File: src/rtl/neuro_seq_pkg.sv
// Shared types, default geometry and helper functions for the neuro frame sequencer.
package neuro_seq_pkg;

    typedef enum logic [2:0] {
        ST_IDLE,
        ST_WAIT_FRAME,
        ST_LOAD,
        ST_RUN,
        ST_VOTE
    } seq_state_e;

    localparam int DEF_IMG_W    = 128;
    localparam int DEF_IMG_H    = 128;
    localparam int DEF_CHANNELS = 3;
    localparam int DEF_PIX_W    = 8;
    localparam int DEF_OUT_W    = 13;
    localparam int DEF_RES_W    = 4;
    localparam int DEF_VOTE_N   = 3;
    localparam int DEF_CNT_W    = 32;

    function automatic int addr_width(input int depth);
        return (depth > 1) ? $clog2(depth) : 1;
    endfunction

    function automatic int norm_shift(input int out_w, input int pix_w);
        return out_w - pix_w - 1;
    endfunction

    localparam int DEF_PLANE  = DEF_IMG_W * DEF_IMG_H;
    localparam int DEF_PIX_AW = addr_width(DEF_PLANE);
    localparam int DEF_IMG_AW = addr_width(DEF_CHANNELS * DEF_PLANE);

endpackage

File: src/rtl/neuro_frame_sequencer_if.sv
// Bus bundle between the sequencer, frame buffer, image memory and network.
interface neuro_frame_sequencer_if
    import neuro_seq_pkg::*;
#(
    parameter int IMG_W    = DEF_IMG_W,
    parameter int IMG_H    = DEF_IMG_H,
    parameter int CHANNELS = DEF_CHANNELS,
    parameter int PIX_W    = DEF_PIX_W,
    parameter int OUT_W    = DEF_OUT_W,
    parameter int RES_W    = DEF_RES_W,
    parameter int CNT_W    = DEF_CNT_W
);
    localparam int PIX_AW = addr_width(IMG_W * IMG_H);
    localparam int IMG_AW = addr_width(CHANNELS * IMG_W * IMG_H);

    logic                        run;
    logic                        frame_ready;
    logic                        pix_re;
    logic [PIX_AW-1:0]           pix_addr;
    logic [CHANNELS*PIX_W-1:0]   pix_data;
    logic                        img_we;
    logic [IMG_AW-1:0]           img_addr;
    logic signed [OUT_W-1:0]     img_data;
    logic                        net_go;
    logic                        net_stop;
    logic [RES_W-1:0]            net_result;
    logic [RES_W-1:0]            result;
    logic                        result_valid;
    logic                        busy;
    logic [CNT_W-1:0]            latency;

    modport master (
        input  run, frame_ready, pix_data, net_stop, net_result,
        output pix_re, pix_addr, img_we, img_addr, img_data, net_go,
               result, result_valid, busy, latency
    );

    modport slave (
        output run, frame_ready, pix_data, net_stop, net_result,
        input  pix_re, pix_addr, img_we, img_addr, img_data, net_go,
               result, result_valid, busy, latency
    );

endinterface

File: src/rtl/result_voter.sv
// Sliding-window majority voter: newest value until the window fills, then
// strict majority, holding the previous result when no value has one.
module result_voter #(
    parameter int RES_W  = 4,
    parameter int VOTE_N = 3
) (
    input  logic             clk,
    input  logic             rst_n,
    input  logic             push,
    input  logic [RES_W-1:0] din,
    input  logic             clear,
    output logic [RES_W-1:0] result,
    output logic             valid
);
    localparam int FILL_W = $clog2(VOTE_N + 1);

    logic [RES_W-1:0]  hist   [0:VOTE_N-1];
    logic [RES_W-1:0]  window [0:VOTE_N-1];
    logic [FILL_W-1:0] fill;
    logic              maj_found;
    logic [RES_W-1:0]  maj_val;
    int                votes;

    // The window seen by a push is the incoming value plus the newest VOTE_N-1 entries.
    always_comb begin
        window[0] = din;
        for (int i = 1; i < VOTE_N; i++) begin
            window[i] = hist[i-1];
        end
        maj_found = 1'b0;
        maj_val   = din;
        votes     = 0;
        for (int i = 0; i < VOTE_N; i++) begin
            votes = 0;
            for (int j = 0; j < VOTE_N; j++) begin
                if (window[j] == window[i]) begin
                    votes = votes + 1;
                end
            end
            if (votes > VOTE_N / 2) begin
                maj_found = 1'b1;
                maj_val   = window[i];
            end
        end
    end

    always_ff @(posedge clk or negedge rst_n) begin
        if (!rst_n) begin
            for (int i = 0; i < VOTE_N; i++) begin
                hist[i] <= '0;
            end
            fill   <= '0;
            result <= '0;
            valid  <= 1'b0;
        end else begin
            valid <= push;
            if (clear) begin
                for (int i = 0; i < VOTE_N; i++) begin
                    hist[i] <= '0;
                end
                fill <= '0;
            end else if (push) begin
                for (int i = VOTE_N - 1; i > 0; i--) begin
                    hist[i] <= hist[i-1];
                end
                hist[0] <= din;
                if (fill != FILL_W'(VOTE_N)) begin
                    fill <= fill + FILL_W'(1);
                end
                if (fill < FILL_W'(VOTE_N - 1)) begin
                    result <= din;
                end else if (maj_found) begin
                    result <= maj_val;
                end
            end
        end
    end

endmodule

File: src/rtl/neuro_frame_sequencer.sv
// Per-frame inference sequencer: load/normalise frame, run network, vote on result.
// Optional latency counter is built when NEURO_SEQ_LATENCY_EN is defined.
module neuro_frame_sequencer
    import neuro_seq_pkg::*;
#(
    parameter int IMG_W    = DEF_IMG_W,
    parameter int IMG_H    = DEF_IMG_H,
    parameter int CHANNELS = DEF_CHANNELS,
    parameter int PIX_W    = DEF_PIX_W,
    parameter int OUT_W    = DEF_OUT_W,
    parameter int RES_W    = DEF_RES_W,
    parameter int VOTE_N   = DEF_VOTE_N,
    parameter int CNT_W    = DEF_CNT_W
) (
    input logic                     clk,
    input logic                     rst_n,
    neuro_frame_sequencer_if.master bus
);
    localparam int PLANE  = IMG_W * IMG_H;
    localparam int PIX_AW = addr_width(PLANE);
    localparam int IMG_AW = addr_width(CHANNELS * PLANE);
    localparam int CH_W   = addr_width(CHANNELS);
    localparam int SHIFT  = norm_shift(OUT_W, PIX_W);
    localparam logic signed [OUT_W-1:0] PIX_MAX = OUT_W'((1 << PIX_W) - 1);

    seq_state_e              state, state_next;
    logic [PIX_AW-1:0]       rd_pix;
    logic [CH_W-1:0]         rd_ch;
    logic [CH_W-1:0]         wr_ch;
    logic                    rd_done;
    logic                    run_armed;
    logic                    img_we_q;
    logic [IMG_AW-1:0]       img_addr_q;
    logic                    pix_re;
    logic                    net_go;
    logic                    stop_hit;
    logic                    busy;
    logic [PIX_W-1:0]        wr_pix;
    logic signed [OUT_W-1:0] centered;
    logic signed [OUT_W-1:0] img_data_n;

    always_ff @(posedge clk or negedge rst_n) begin
        if (!rst_n) begin
            state <= ST_IDLE;
        end else begin
            state <= state_next;
        end
    end

    always_comb begin
        state_next = state;
        case (state)
            ST_IDLE:       if (bus.run) state_next = ST_WAIT_FRAME;
            ST_WAIT_FRAME: begin
                if (bus.frame_ready) begin
                    state_next = ST_LOAD;
                end else if (!bus.run) begin
                    state_next = ST_IDLE;
                end
            end
            ST_LOAD:       if (rd_done) state_next = ST_RUN;
            ST_RUN:        if (stop_hit) state_next = ST_VOTE;
            ST_VOTE:       state_next = bus.run ? ST_WAIT_FRAME : ST_IDLE;
            default:       state_next = ST_IDLE;
        endcase
    end

    // run_armed is low only in the first RUN cycle, which is where net_go fires.
    always_comb begin
        pix_re   = (state == ST_LOAD) && !rd_done;
        net_go   = (state == ST_RUN) && !run_armed;
        stop_hit = (state == ST_RUN) && run_armed && bus.net_stop;
        busy     = (state != ST_IDLE);
    end

    always_ff @(posedge clk or negedge rst_n) begin
        if (!rst_n) begin
            rd_pix     <= '0;
            rd_ch      <= '0;
            rd_done    <= 1'b0;
            wr_ch      <= '0;
            img_we_q   <= 1'b0;
            img_addr_q <= '0;
            run_armed  <= 1'b0;
        end else begin
            run_armed <= (state == ST_RUN) && (state_next == ST_RUN);
            img_we_q  <= pix_re;
            if (pix_re) begin
                img_addr_q <= IMG_AW'(rd_ch) * IMG_AW'(PLANE) + IMG_AW'(rd_pix);
                wr_ch      <= rd_ch;
                if (rd_pix == PIX_AW'(PLANE - 1)) begin
                    rd_pix <= '0;
                    if (rd_ch == CH_W'(CHANNELS - 1)) begin
                        rd_ch   <= '0;
                        rd_done <= 1'b1;
                    end else begin
                        rd_ch <= rd_ch + CH_W'(1);
                    end
                end else begin
                    rd_pix <= rd_pix + PIX_AW'(1);
                end
            end else if (state != ST_LOAD) begin
                rd_done <= 1'b0;
            end
        end
    end

    // Read data arrives in the cycle the write is issued, so the sample is formed from it directly.
    always_comb begin
        wr_pix     = bus.pix_data[wr_ch*PIX_W +: PIX_W];
        centered   = $signed({{(OUT_W-PIX_W-1){1'b0}}, wr_pix, 1'b0}) - PIX_MAX;
        img_data_n = img_we_q ? (centered <<< SHIFT) : '0;
    end

`ifdef NEURO_SEQ_LATENCY_EN
    logic [CNT_W-1:0] lat_cnt;
    logic [CNT_W-1:0] lat_q;

    // The net_go cycle is itself a RUN cycle, so the count restarts at 1 there.
    always_ff @(posedge clk or negedge rst_n) begin
        if (!rst_n) begin
            lat_cnt <= '0;
            lat_q   <= '0;
        end else begin
            if (net_go) begin
                lat_cnt <= CNT_W'(1);
            end else if ((state == ST_RUN) && (lat_cnt != '1)) begin
                lat_cnt <= lat_cnt + CNT_W'(1);
            end
            if (stop_hit) begin
                lat_q <= lat_cnt;
            end
        end
    end

    assign bus.latency = lat_q;
`else
    assign bus.latency = {CNT_W{1'b0}};
`endif

    result_voter #(
        .RES_W  (RES_W),
        .VOTE_N (VOTE_N)
    ) u_voter (
        .clk    (clk),
        .rst_n  (rst_n),
        .push   (stop_hit),
        .din    (bus.net_result),
        .clear  ((state == ST_IDLE) && bus.run),
        .result (bus.result),
        .valid  (bus.result_valid)
    );

    assign bus.pix_re   = pix_re;
    assign bus.pix_addr = rd_pix;
    assign bus.img_we   = img_we_q;
    assign bus.img_addr = img_addr_q;
    assign bus.img_data = img_data_n;
    assign bus.net_go   = net_go;
    assign bus.busy     = busy;

endmodule
File: src/flat_wrapper.sv
// flat-port wrapper written by rule: the top's interface ports become plain ports
module neuro_frame_sequencer_flat import neuro_seq_pkg::*;
#(
    parameter int IMG_W    = DEF_IMG_W,
    parameter int IMG_H    = DEF_IMG_H,
    parameter int CHANNELS = DEF_CHANNELS,
    parameter int PIX_W    = DEF_PIX_W,
    parameter int OUT_W    = DEF_OUT_W,
    parameter int RES_W    = DEF_RES_W,
    parameter int VOTE_N   = DEF_VOTE_N,
    parameter int CNT_W    = DEF_CNT_W
)
  (clk, rst_n, bus_run, bus_frame_ready, bus_pix_data, bus_net_stop, bus_net_result, bus_pix_re, bus_pix_addr, bus_img_we, bus_img_addr, bus_img_data, bus_net_go, bus_result, bus_result_valid, bus_busy, bus_latency);
  neuro_frame_sequencer_if #(.IMG_W(IMG_W), .IMG_H(IMG_H), .CHANNELS(CHANNELS), .PIX_W(PIX_W), .OUT_W(OUT_W), .RES_W(RES_W), .CNT_W(CNT_W)) bus_i ();
  input logic clk;
  input logic rst_n;
  input wire logic [$bits(bus_i.run)-1:0] bus_run;
  input wire logic [$bits(bus_i.frame_ready)-1:0] bus_frame_ready;
  input wire logic [$bits(bus_i.pix_data)-1:0] bus_pix_data;
  input wire logic [$bits(bus_i.net_stop)-1:0] bus_net_stop;
  input wire logic [$bits(bus_i.net_result)-1:0] bus_net_result;
  output wire logic [$bits(bus_i.pix_re)-1:0] bus_pix_re;
  output wire logic [$bits(bus_i.pix_addr)-1:0] bus_pix_addr;
  output wire logic [$bits(bus_i.img_we)-1:0] bus_img_we;
  output wire logic [$bits(bus_i.img_addr)-1:0] bus_img_addr;
  output wire logic [$bits(bus_i.img_data)-1:0] bus_img_data;
  output wire logic [$bits(bus_i.net_go)-1:0] bus_net_go;
  output wire logic [$bits(bus_i.result)-1:0] bus_result;
  output wire logic [$bits(bus_i.result_valid)-1:0] bus_result_valid;
  output wire logic [$bits(bus_i.busy)-1:0] bus_busy;
  output wire logic [$bits(bus_i.latency)-1:0] bus_latency;
  assign bus_i.run = bus_run;
  assign bus_i.frame_ready = bus_frame_ready;
  assign bus_i.pix_data = bus_pix_data;
  assign bus_i.net_stop = bus_net_stop;
  assign bus_i.net_result = bus_net_result;
  assign bus_pix_re = bus_i.pix_re;
  assign bus_pix_addr = bus_i.pix_addr;
  assign bus_img_we = bus_i.img_we;
  assign bus_img_addr = bus_i.img_addr;
  assign bus_img_data = bus_i.img_data;
  assign bus_net_go = bus_i.net_go;
  assign bus_result = bus_i.result;
  assign bus_result_valid = bus_i.result_valid;
  assign bus_busy = bus_i.busy;
  assign bus_latency = bus_i.latency;
  neuro_frame_sequencer #(.IMG_W(IMG_W), .IMG_H(IMG_H), .CHANNELS(CHANNELS), .PIX_W(PIX_W), .OUT_W(OUT_W), .RES_W(RES_W), .VOTE_N(VOTE_N), .CNT_W(CNT_W)) u_core (.clk(clk), .rst_n(rst_n), .bus(bus_i));
endmodule
File: config.mk
export PLATFORM = sky130hd
export DESIGN_NAME = neuro_frame_sequencer_flat
export DESIGN_NICKNAME = d
export VERILOG_FILES = /design/src/rtl/neuro_seq_pkg.sv /design/src/rtl/neuro_frame_sequencer_if.sv /design/src/rtl/result_voter.sv /design/src/rtl/neuro_frame_sequencer.sv /design/src/flat_wrapper.sv
export SDC_FILE = /design/constraint.sdc
export NUM_CORES = 1
export LEC_CHECK = 0
export ABC_AREA = 1
export BUFFER_PORTS_ARGS = -buffer_cell sky130_fd_sc_hd__buf_2
export CAP_MARGIN = 20
export CORE_ASPECT_RATIO = 1.4
export CORE_MARGIN = 5
export CORE_UTILIZATION = 49
export CTS_CLUSTER_SIZE = 16
export DETAILED_ROUTE_END_ITERATION = 7
export HOLD_SLACK_MARGIN = 0.15
export PLACE_DENSITY_LB_ADDON = 0.1
export SYNTH_ARGS = -nofsm -noshare
export SYNTH_HDL_FRONTEND = slang
export SYNTH_SLANG_ARGS = --single-unit
File: constraint.sdc
create_clock -name clk -period 1.95 [get_ports clk]
set_input_delay 0.0975 -clock clk [delete_from_list [all_inputs] [get_ports clk]]
set_output_delay 0.0975 -clock clk [all_outputs]
set_load 0.05 [all_outputs]
==> results by group <==
Timing
  • Final min period: 1790 ps
  • Skew final: 16.0 ps
  • Final Max Tran Viols: 0
  • # setup viols final: 0
  • Period utilization: 0.919
  • Hold slack final: 211 ps
  • RSZ-0062 raised after global routing: false
  • Max frequency: 0.558 GHz
  • Final hold violation count: 0

GRT
  • Initial antenna violation count: 0
  • Remaining Overflow, GRT: 0
  • Wire length of the first global-routing pass: 11,700 um
  • Largest net degree at the start of global routing: 27
  • GRT Overall Usage: 0.174
  • Vias in the first global route: 2,504

Floorplanning
  • Core Box Area: 6170 um^2
  • Row count: 34
  • Initial Utilization: 0.497
  • Die Wd: 76.8 um
  • Area of the die: 7960 um^2
  • Die Y: 104 um
  • I/O pins: 117

Synth
  • Register area share after synthesis: 0.433
  • Top post-synthesis cells by area: dfrtp_1, nand2_1, buf_4, o21ai_0, inv_1
  • Commonest cells post-synth: nand2_1, dfrtp_1, inv_1
  • Syn_area_per_cell: 7.72 um^2
  • Yosys reg bits: 53
  • Cell Area, Synth: 3060 um^2
  • Most common cell in the netlist: nand2_1
  • Cell taking the most area after synthesis: dfrtp_1
  • Number of synthesized flops with an enable pin: 0
  • Ys async rst share: 1.00
  • Syn Inst Count: 397
  • Synth warn: 0
  • Prevailing post-synth register cell: dfrtp_1
  • Post-synth top area share: 0.433
  • Yosys cell types: 33

Critical path
  • R2r endpoint: u_core.rd_ch[1]
  • Startpoint Class: flop
  • Cell Chain, Critical Path: nor2_2 -> nand2_2 -> nor2_4 -> buf_4 -> buf_2
  • Kind of critical path: flop to output pin
  • Reg-to-reg startpoint: u_core.bus.pix_addr[0]
  • Crit-path max cell delay: 460 ps
  • Cell family contributing the most delay on the critical path: buffers and inverters
  • Crit path required time: 1850 ps
  • CP Capture Type: output pin
  • CP Max Fanout: 11
  • WP buf/inv: 2
  • CP max-delay cell: dfrtp_1
  • Worst Reg-to-Reg Cells: 7
  • Worst reg2reg setup slack: 200 ps
  • Critical path arrival: 1690 ps

Place
  • GP Congestion: 0.836
  • Post-DP HPWL: 5540 um
  • PortBufs: 80
  • Placed Cells: 547

Layout
  • Layout cells sized above 1: 0.251
  • Register area: 1330 um^2
  • Area growth syn-to-layout: 18.8%
  • Non-Filler Instances: 563
  • ANT cells: 0
  • Fin nets: 525
  • Multi-input gate area: 1420 um^2
  • Fill cells: 611

CTS
  • Clock transition at path regs: 90 ps
  • H-tree depth: 2
  • Clock Sinks: 53
  • Root Buffer: clkbuf_8
  • Clock tree buffer depth: 2
  • CTS Buf Count: 5
  • Setup Buffers After CTS: 0
  • Clk_lat worst skew: 300 ps
  • CTS tree: done

Route
  • Vias: 2,708
  • Drt initial violations: 125
  • Final ANT Viol Nets: 0
  • WL/cell: 12.4 um
  • Post-detailed-route DRC marker count: 0
  • Post-detailed-route via-to-cell ratio: 4.81
  • WL final: 6990 um
  • Drt pass-1 iters: 4

Worst hold path
  • HP Class: input port to async pin

Flow run
  • Max-cap violations: 0

Status
  • Outcome: finished clean

Power
  • Pwr per Cell Area: 1210 nW/um^2
  • Worst VDD drop: 0.000768 V
  • Leak pwr: 0.00199 uW
## cell usage in the layout, fill, tap and decap left out, drive strengths merged
cell         count
xnor2            5
nand2          116
clkinvlp         1
nor3             7
buf             88
conb            36
nor2            33
o311ai           1
inv             44
o22ai            8
or2              1
nand4            9
ha               2
o21ai           36
clkbuf           7
dfrtp           53
dlygate4sd3      8
a21oi            9
nand3           16
nand3b           1
nor4             2
a211oi           1
o31ai            2
xor2             5
## what timing repair did
action / in CTS / in global routing
hold buffers: 8 / 0
hold endpoints to repair: 61 / 0
resized for setup: 0 / 0
## through the flow
step	util	setup TNS (ps)	total power [uW]	worst slack (ps)	area (um^2)
3_5_place_dp	0.562	0	3800	238	3470
5_1_grt	0.590	0	4710	25.0	3640
6_report	0.590	0	4420	159	3640
2_1_floorplan	-	-44.1	3330	-44.1	3230
4_1_cts	0.590	0	4470	123	3640
3_3_place_gp	0.562	0	3780	280	3470
## where the power goes
| part | total [uW] | internal [uW] | switching, uW |
|---|---|---|---|
| sequential | 1480 | 1320 | 165 |
| combinational | 2300 | 526 | 1770 |
| clock | 640 | 289 | 350 |
| total | 4420 | 2130 | 2290 |
## sequential cells by signal, indices dropped and copies added (netlist names)
signal and cells:
u_core.bus.img_addr 16, u_core.bus.img_we 1, u_core.bus.pix_addr 14, u_core.rd_ch 2, u_core.rd_done 1, u_core.run_armed 1
u_core.state 3, u_core.u_voter.fill 2, u_core.u_voter.hist 8, u_core.u_voter.result 4, u_core.u_voter.valid 1
## how the worst max path moves through the flow
stage	cells past startpoint	startpoint	to	slack, ps
final	5	u_core.state[2]	bus_pix_re	160
after global routing	5	u_core.state[2]	bus_pix_re	20
after CTS	5	u_core.state[2]	bus_pix_re	120
after detailed placement	7	u_core.bus.pix_addr[0]	u_core.rd_ch[1]	240
after global placement	7	u_core.bus.pix_addr[0]	u_core.rd_ch[0]	280
after floorplan	5	u_core.bus.img_addr[14]	bus_img_data[12]	-40
## cell families (layout without fill, tap and decap cells)
logic type / count (synthesis) / after routing / share of synthesized area
adders and majority gates: 2 / 2 / 0.00817
buffers and inverters: 89 / 148 / 0.158
other: 1 / 36 / 0.00122
and+or+nand+nor: 185 / 185 / 0.269
AOI/OAI and AO/OA: 57 / 57 / 0.102
xor gates and xnor gates: 10 / 10 / 0.0286
DFF: 53 / 53 / 0.433
## area by class of cell
| type | instances | area share |
|---|---|---|
| well taps | 72 | 0.0248 |
| clock inverters | 1 | 0.00206 |
| clock buffers | 7 | 0.0237 |
| flip-flops and latches | 53 | 0.365 |
| multi-input cells | 290 | 0.391 |
| repair buffers | 96 | 0.149 |
| inverters | 44 | 0.0454 |
## per-layer routing
metal | global-route usage | wire, um
met3 | 0.0408 | 357
met4 | 0.0525 | 95
met2 | 0.301 | 3690
met1 | 0.213 | 2840
met5 | 0 | 0
Note: power is estimated with default switching activity, not from simulation.
